`config.mk`:
```
export PLATFORM = sky130hd
export DESIGN_NAME = i2s_rx_stream_flat
export DESIGN_NICKNAME = d
export VERILOG_FILES = /design/src/rtl/i2s_rx_stream_if.sv /design/src/rtl/i2s_rx_stream.sv /design/src/flat_wrapper.sv
export SDC_FILE = /design/constraint.sdc
export NUM_CORES = 1
export LEC_CHECK = 0
export ABC_AREA = 1
export BUFFER_PORTS_ARGS = -buffer_cell sky130_fd_sc_hd__buf_4
export CAP_MARGIN = 20
export CORE_MARGIN = 2
export CORE_UTILIZATION = 55
export CTS_CLUSTER_DIAMETER = 200
export DETAILED_ROUTE_END_ITERATION = 8
export PLACE_DENSITY = 0.83
export SYNTH_ARGS = -nofsm -noshare
export SYNTH_HDL_FRONTEND = slang
export SYNTH_SLANG_ARGS = --single-unit
```
`constraint.sdc`:
```
create_clock -name clk -period 10 [get_ports clk]
set_clock_uncertainty 0.15 [all_clocks]
set_input_delay 1 -clock clk [delete_from_list [all_inputs] [get_ports clk]]
set_output_delay 1 -clock clk [all_outputs]
set_load 0.01 [all_outputs]
```
`src/rtl/i2s_rx_stream_if.sv`:
```
// i2s_rx_stream_if
//   Stereo sample stream from the I2S receiver to the DSP pipeline.
//   out_left/out_right : head stereo frame, meaningful while out_valid
//   out_valid          : a frame is available
//   out_ready          : consumer takes the head frame when out_valid && out_ready
//   master : the receiver (drives data/valid)
//   slave  : the consumer (drives ready)
interface i2s_rx_stream_if #(
  parameter int DATA_W = 24
);
  logic [DATA_W-1:0] out_left;
  logic [DATA_W-1:0] out_right;
  logic              out_valid;
  logic              out_ready;

  modport master (output out_left, output out_right, output out_valid, input out_ready);
  modport slave  (input out_left, input out_right, input out_valid, output out_ready);
endinterface

```
`src/rtl/i2s_rx_stream.sv`:
```
// i2s_rx_stream
//   I2S master receiver for a PCM1808 front end. A single frame counter in the
//   clk domain produces BCK/LRCK; din is sampled on BCK rise cycles with the
//   I2S one-BCK delay, and finished stereo frames go through a small
//   first-word-fall-through FIFO onto a valid/ready stream.
//
// Ports
//   clk, reset : system clock, synchronous active-high reset
//   en         : receiver enable; low parks the clock generator at frame start
//   din        : PCM1808 DOUT
//   scki       : system clock forwarded to the ADC
//   bck, lrck  : bit clock / frame clock (low = left slot), register bits
//   strm       : stream master (out_left, out_right, out_valid, out_ready)
//   overflow   : sticky, a frame was dropped on a full FIFO
//   drop_count : dropped-frame counter, saturating (only with I2S_RX_DROP_CNT_EN)
//
// Build option
//   I2S_RX_DROP_CNT_EN : adds drop_count[15:0].
module i2s_rx_stream #(
  parameter int DATA_W     = 24,
  parameter int SLOT_W     = 32,
  parameter int BCK_DIV    = 4,
  parameter int FIFO_DEPTH = 4
) (
  input  logic               clk,
  input  logic               reset,
  input  logic               en,
  input  logic               din,
  output logic               scki,
  output logic               bck,
  output logic               lrck,
  i2s_rx_stream_if.master    strm,
  output logic               overflow
`ifdef I2S_RX_DROP_CNT_EN
  ,
  output logic [15:0]        drop_count
`endif
);

  localparam int PH_W   = $clog2(BCK_DIV);
  localparam int B_W    = $clog2(SLOT_W);
  localparam int FCNT_W = PH_W + B_W + 1;
  localparam int AW     = $clog2(FIFO_DEPTH);

  typedef struct packed {
    logic [DATA_W-1:0] l;
    logic [DATA_W-1:0] r;
  } frame_t;

  // ---------------------------------------------------------------- timing
  logic [FCNT_W-1:0] r_fcnt;
  logic [PH_W-1:0]   w_phase;
  logic [B_W-1:0]    w_bidx;
  logic              w_lr;
  logic              w_cap;
  logic              w_last;

  assign w_phase = r_fcnt[PH_W-1:0];
  assign w_bidx  = r_fcnt[PH_W +: B_W];
  assign w_lr    = r_fcnt[FCNT_W-1];

  // bck high for the upper half of the phase range is just the phase MSB,
  // so both clocks come straight off counter flops (glitch free).
  assign scki = clk;
  assign bck  = r_fcnt[PH_W-1];
  assign lrck = w_lr;

  // Bit 0 of each slot is the I2S delay bit; data sits in b = 1..DATA_W.
  assign w_cap  = (w_phase == PH_W'(BCK_DIV/2)) && (w_bidx != '0) &&
                  (w_bidx <= B_W'(DATA_W));
  assign w_last = w_cap && w_lr && (w_bidx == B_W'(DATA_W));

  logic [DATA_W-1:0] r_sh_l, r_sh_r;
  logic              r_push;

  always_ff @(posedge clk) begin
    if (reset || !en) begin
      r_fcnt <= '0;
      r_sh_l <= '0;
      r_sh_r <= '0;
      r_push <= 1'b0;
    end else begin
      r_fcnt <= r_fcnt + FCNT_W'(1);
      r_push <= w_last;
      if (w_cap && !w_lr) r_sh_l <= {r_sh_l[DATA_W-2:0], din};
      if (w_cap &&  w_lr) r_sh_r <= {r_sh_r[DATA_W-2:0], din};
    end
  end

  // ------------------------------------------------------------------ FIFO
  frame_t [FIFO_DEPTH-1:0] r_mem;
  logic [AW:0]             r_wptr, r_rptr;
  logic                    w_empty, w_full, w_pop, w_push, w_wr, w_drop;

  // A frame finishing exactly as reset/disable arrives is discarded.
  assign w_push  = r_push && en && !reset;
  assign w_empty = (r_wptr == r_rptr);
  assign w_full  = ((r_wptr ^ r_rptr) == {1'b1, {AW{1'b0}}});
  assign w_pop   = !w_empty && strm.out_ready;
  // When full, a same-cycle pop frees the slot being written (wptr and rptr
  // share their low bits), so the write lands on the entry just consumed.
  assign w_wr    = w_push && (!w_full || w_pop);
  assign w_drop  = w_push && w_full && !w_pop;

  always_ff @(posedge clk) begin
    if (w_wr) r_mem[r_wptr[AW-1:0]] <= '{l: r_sh_l, r: r_sh_r};
  end

  always_ff @(posedge clk) begin
    if (reset) begin
      r_wptr   <= '0;
      r_rptr   <= '0;
      overflow <= 1'b0;
    end else begin
      if (w_wr)   r_wptr   <= r_wptr + (AW+1)'(1);
      if (w_pop)  r_rptr   <= r_rptr + (AW+1)'(1);
      if (w_drop) overflow <= 1'b1;
    end
  end

`ifdef I2S_RX_DROP_CNT_EN
  always_ff @(posedge clk) begin
    if (reset)                              drop_count <= '0;
    else if (w_drop && drop_count != '1)    drop_count <= drop_count + 16'd1;
  end
`endif

  // Data reads as zero while empty so nothing stale shows after reset.
  assign strm.out_valid = !w_empty;
  assign strm.out_left  = w_empty ? '0 : r_mem[r_rptr[AW-1:0]].l;
  assign strm.out_right = w_empty ? '0 : r_mem[r_rptr[AW-1:0]].r;

endmodule

```
`src/flat_wrapper.sv`:
```
// flat-port wrapper written by rule: the top's interface ports become plain ports
module i2s_rx_stream_flat 
#(
  parameter int DATA_W     = 24,
  parameter int SLOT_W     = 32,
  parameter int BCK_DIV    = 4,
  parameter int FIFO_DEPTH = 4
)
  (clk, reset, en, din, scki, bck, lrck, overflow, strm_out_left, strm_out_right, strm_out_valid, strm_out_ready);
  i2s_rx_stream_if #(.DATA_W(DATA_W)) strm_i ();
  input  logic clk;
  input  logic reset;
  input  logic en;
  input  logic din;
  output logic scki;
  output logic bck;
  output logic lrck;
  output logic overflow;
  output wire logic [$bits(strm_i.out_left)-1:0] strm_out_left;
  output wire logic [$bits(strm_i.out_right)-1:0] strm_out_right;
  output wire logic [$bits(strm_i.out_valid)-1:0] strm_out_valid;
  input wire logic [$bits(strm_i.out_ready)-1:0] strm_out_ready;
  assign strm_out_left = strm_i.out_left;
  assign strm_out_right = strm_i.out_right;
  assign strm_out_valid = strm_i.out_valid;
  assign strm_i.out_ready = strm_out_ready;
  i2s_rx_stream #(.DATA_W(DATA_W), .SLOT_W(SLOT_W), .BCK_DIV(BCK_DIV), .FIFO_DEPTH(FIFO_DEPTH)) u_core (.clk(clk), .reset(reset), .en(en), .din(din), .scki(scki), .bck(bck), .lrck(lrck), .strm(strm_i), .overflow(overflow));
endmodule
```
After elaboration in Yosys (flattened, before gate mapping) --
Index checks and enable logic that the tools add are counted.
Operators by class: add/sub/neg operators 3, order comparisons 4, equal/unequal tests 4, muxes and demuxes 7, bitwise logic cells 1, reductions and logical operators 21
Operators with widths (number):
- bitwise mux 192 bit | 1
- binary-select mux 48 bit (select 2 bit) | 1
- demux 48 bit (select 2 bit) | 1
- 2-to-1 mux 48 bit | 2
- 2-to-1 mux 24 bit | 2
- logical AND 1 bit | 12
- adder 8 x 1 -> 8 bit, second input constant | 1
- adder 3 x 1 -> 3 bit, second input constant | 2
- zero test 1 bit | 6
- less-than comparator 2 x 3 -> 1 bit, second input constant | 2
- == test 5 bit, second input constant | 1
- <= comparator 5 bit, second input constant | 1
- nonzero test 5 bit | 1
- == test 3 bit | 1
- == test 3 bit, second input constant | 1
- bitwise XOR 3 bit | 1
- == test 2 bit, second input constant | 1
- >= comparator 2 x 1 -> 1 bit, second input constant | 1
- logical OR 1 bit | 2
Word-level totals: register bits 256, input port bits 5, output and inout bits 53, word-level logic and storage cells 55

Logic depth before layout (Yosys ltp) --
depth after elaboration 5, gate-level depth with buffers 10, depth with buffers taken out 9

==> flow_summary.toml <==
[run_status]
status = "finished clean"

[logic_synthesis]
synth_ff_type = "edfxtp_1"
synth_fp_nets = 1001
syn-instance-count = 989
syn_area_um2 = 10400
synth_seq_area_share_pct = 67.6
postSynthRegisterBits = 256
syn_area_per_cell_um2 = 10.5
most_repeated_cell_in_the_gate_level_netlist_after_synthesis = "edfxtp_1"
synth_commonest_cells = "edfxtp_1 (192), nor2_1 (180), nand2_1 (167), inv_1 (110), o21ai_0 (91)"
yosysWarningCount = 0
async_flop_share_pct = 0
netlist_top_cells_area = "edfxtp_1 (55%), dfxtp_1 (12%), nor2_1 (6.5%), nand2_1 (6.0%), o21ai_0 (4.4%)"
portion_of_synthesized_cell_area_occupied_by_the_leading_cell_type_pct = 55.3
ys_types = 32
post-synth-top-area-cell = "edfxtp_1"
synth_enable_flop_cells = 192

[route]
num_vias = 6812
met1_length_mm = 8.28
route.met2.wl_mm = 9.89
vias_per_cell = 5.31
wl_per_cell_um = 15.5
number_of_drc_markers_in_iteration_0 = 652
remaining_drc_errors = 0
drt_wl_total_mm = 19.9
wl_met3_mm = 1.15
top_layer = "met4"
detailedRoute.firstPassIterationCount = 7
drt.antenna.violating_nets = 0

[sta]
worst-slew-pin-transition_ps = 1010
grt_setup_unrepaired = "no"
final-setup-viol-count = 0
slew_headroom_pct = 32.5
setup_ws_ps = 3470
totalNegativeSetupSlack_ps = 0
final-max-slew-violation-count = 0
timing_hold_violations_final = 0

[power_and_ir_drop]
worst_ir_drop_on_vdd_v = 0.000132
power.leakage_nw = 5.55
power_density_nw_per_um2 = 179

[worst_setup_path]
worstPathBufferInverterCount = 3
crit_path_end_kind = "output pin"
critPathRequiredTime_ps = 8850
slowest_delay_ps = 130
critPathMaxFanout = 2
rrSetupSlack_ps = 6530
crit_path_top_delay_cell = "clkbuf_16"
path_cells = "clkbuf_16 > clkbuf_16 > buf_4"
critPathLaunchType = "clock port"
path_common_cell = "clkbuf_16"
setup.worst_path.class = "clk2out"
critPathTopFamily = "buffers and inverters"
arrival_ps = 5380

[global_route]
grt-ovfl-total = 0
grt_pass1_wl_mm = 31.4
grt_max_degree = 101
grt_usage_pct = 20.0
grt_antenna_before_repair = 0
grt_pass1_vias = 6406

[cells_and_area]
syn_to_final_growth_pct = 13.0
finalNetCount = 1042
fill_cells = 1361
proportion_of_layout_cells_with_a_drive_suffix_above_1_pct = 15.0
n_antenna_cell = 0

[placement]
io_buffer_count = 57
routabilityCongestion = 0.792
pre_cts_slack_ps = 3730
dp.final_hpwl_mm = 9.97

[clocking]
holdBufCountCts = 0
clk-insertion-delay-late_ps = 620
post_cts.resized_instances = 0
cts_setup_buffers = 0
cts.clk_slew.worst_paths_ps = 60
cts_tree = "yes"

[die]
die_area_um2 = 20100
pin_count = 58
floorplan.initialDensity_pct = 55.9
core.rowCount = 50
floorplan.core_area_um2 = 18600
chipHeight_um = 142
die-width_um = 142

[hold_path]
min-delay-path-class = "reg2reg"

[job]
drv.max_cap_violation_count = 0
-- worst register-to-register path: stages (launching register included) --
cell and delay (ps):
dfxtp_1 300, buf_4 300, inv_2 710, nand2_1 110
nand2_1 140, nor2_4 60, nand2_2 110, nand2_4 120
nor2_4 520, buf_4 550
-- routing by layer --
metal	track usage, %	up-vias
met5	0	-
met4	9.00	0
met3	2.43	44
met2	34.7	230
met1	25.3	3202
li1	-	3336
-- through the flow --
step | hold WS (ps) | instance area, um^2 | std cells | util (%) | total power [W]
after floorplan | 279 | 10400 | 989 | - | 0.00116
after global routing | 323 | 11800 | 1282 | 63.2 | 0.00216
final | 299 | 11800 | 1282 | 63.2 | 0.00210
after CTS | 302 | 11800 | 1282 | 63.2 | 0.00211
after detailed placement | 293 | 10900 | 1234 | 58.5 | 0.00117
after global placement | 289 | 10900 | 1234 | 58.5 | 0.00117
-- cell type report --
cell class / count / area [um^2] / share of cell area [%]
clock buffers: 33 / 743 / 6.31
multi-input cells: 565 / 2660 / 22.6
inverters: 116 / 438 / 3.72
well taps: 234 / 293 / 2.48
repair buffers: 62 / 465 / 3.95
clock inverters: 16 / 136 / 1.16
flip-flops and latches: 256 / 7050 / 59.8
-- state kept, by name (all words and copies together) (netlist names) --
register,cells
u_core.r_push,1
u_core.overflow,1
u_core.r_wptr,3
u_core.r_rptr,3
u_core.r_sh_l,24
u_core.r_mem,192
u_core.r_sh_r,24
u_core.r_fcnt,8
-- power by group --
| part | internal (W) | total (W) | leakage (nW) | switching [W] |
|---|---|---|---|---|
| Clock | 0.000581 | 0.000969 | 0.440 | 0.000388 |
| Sequential | 0.00113 | 0.00113 | 2.73 | 0.000000424 |
| Combinational | 0.00000188 | 0.00000832 | 2.37 | 0.00000644 |
-- layout by cell type (no fill, tap or decap), types with 3 or more instances in the layout --
master and count:
edfxtp_1 192, nor2_1 176, nand2_1 167, inv_1 110, o21ai_0 91, buf_4 63, dfxtp_1 63, o22ai_1 48
nor2_2 30, clkbuf_16 28, o21ai_1 8, a21oi_1 8, clkinv_2 8, nand3_1 7, ha_1 7, inv_2 5
nor2_4 5, nand2_4 3, nor3_1 3, xor2_1 3, clkinv_1 3
-- cell families after synthesis --
family,Yosys count,synth area share [%]
DFF,256,67.6
xor gates and xnor gates,3,0.252
and+or+nand+nor,400,16.1
adders and majority gates,7,0.840
AOI/OAI and AO/OA,155,8.02
buffers and inverters,168,7.17
-- final timing paths --
path | cells after the start | to | from
max | 3 | scki | clk
max reg2reg | 9 | u_core.r_mem[127]$_DFFE_PP_ | u_core.r_rptr[1]$_SDFFE_PP0P_
min | 2 | u_core.overflow$_SDFFE_PP0P_ | u_core.overflow$_SDFFE_PP0P_
min reg2reg | 2 | u_core.overflow$_SDFFE_PP0P_ | u_core.overflow$_SDFFE_PP0P_
Note: power is estimated with default switching activity, not from simulation.
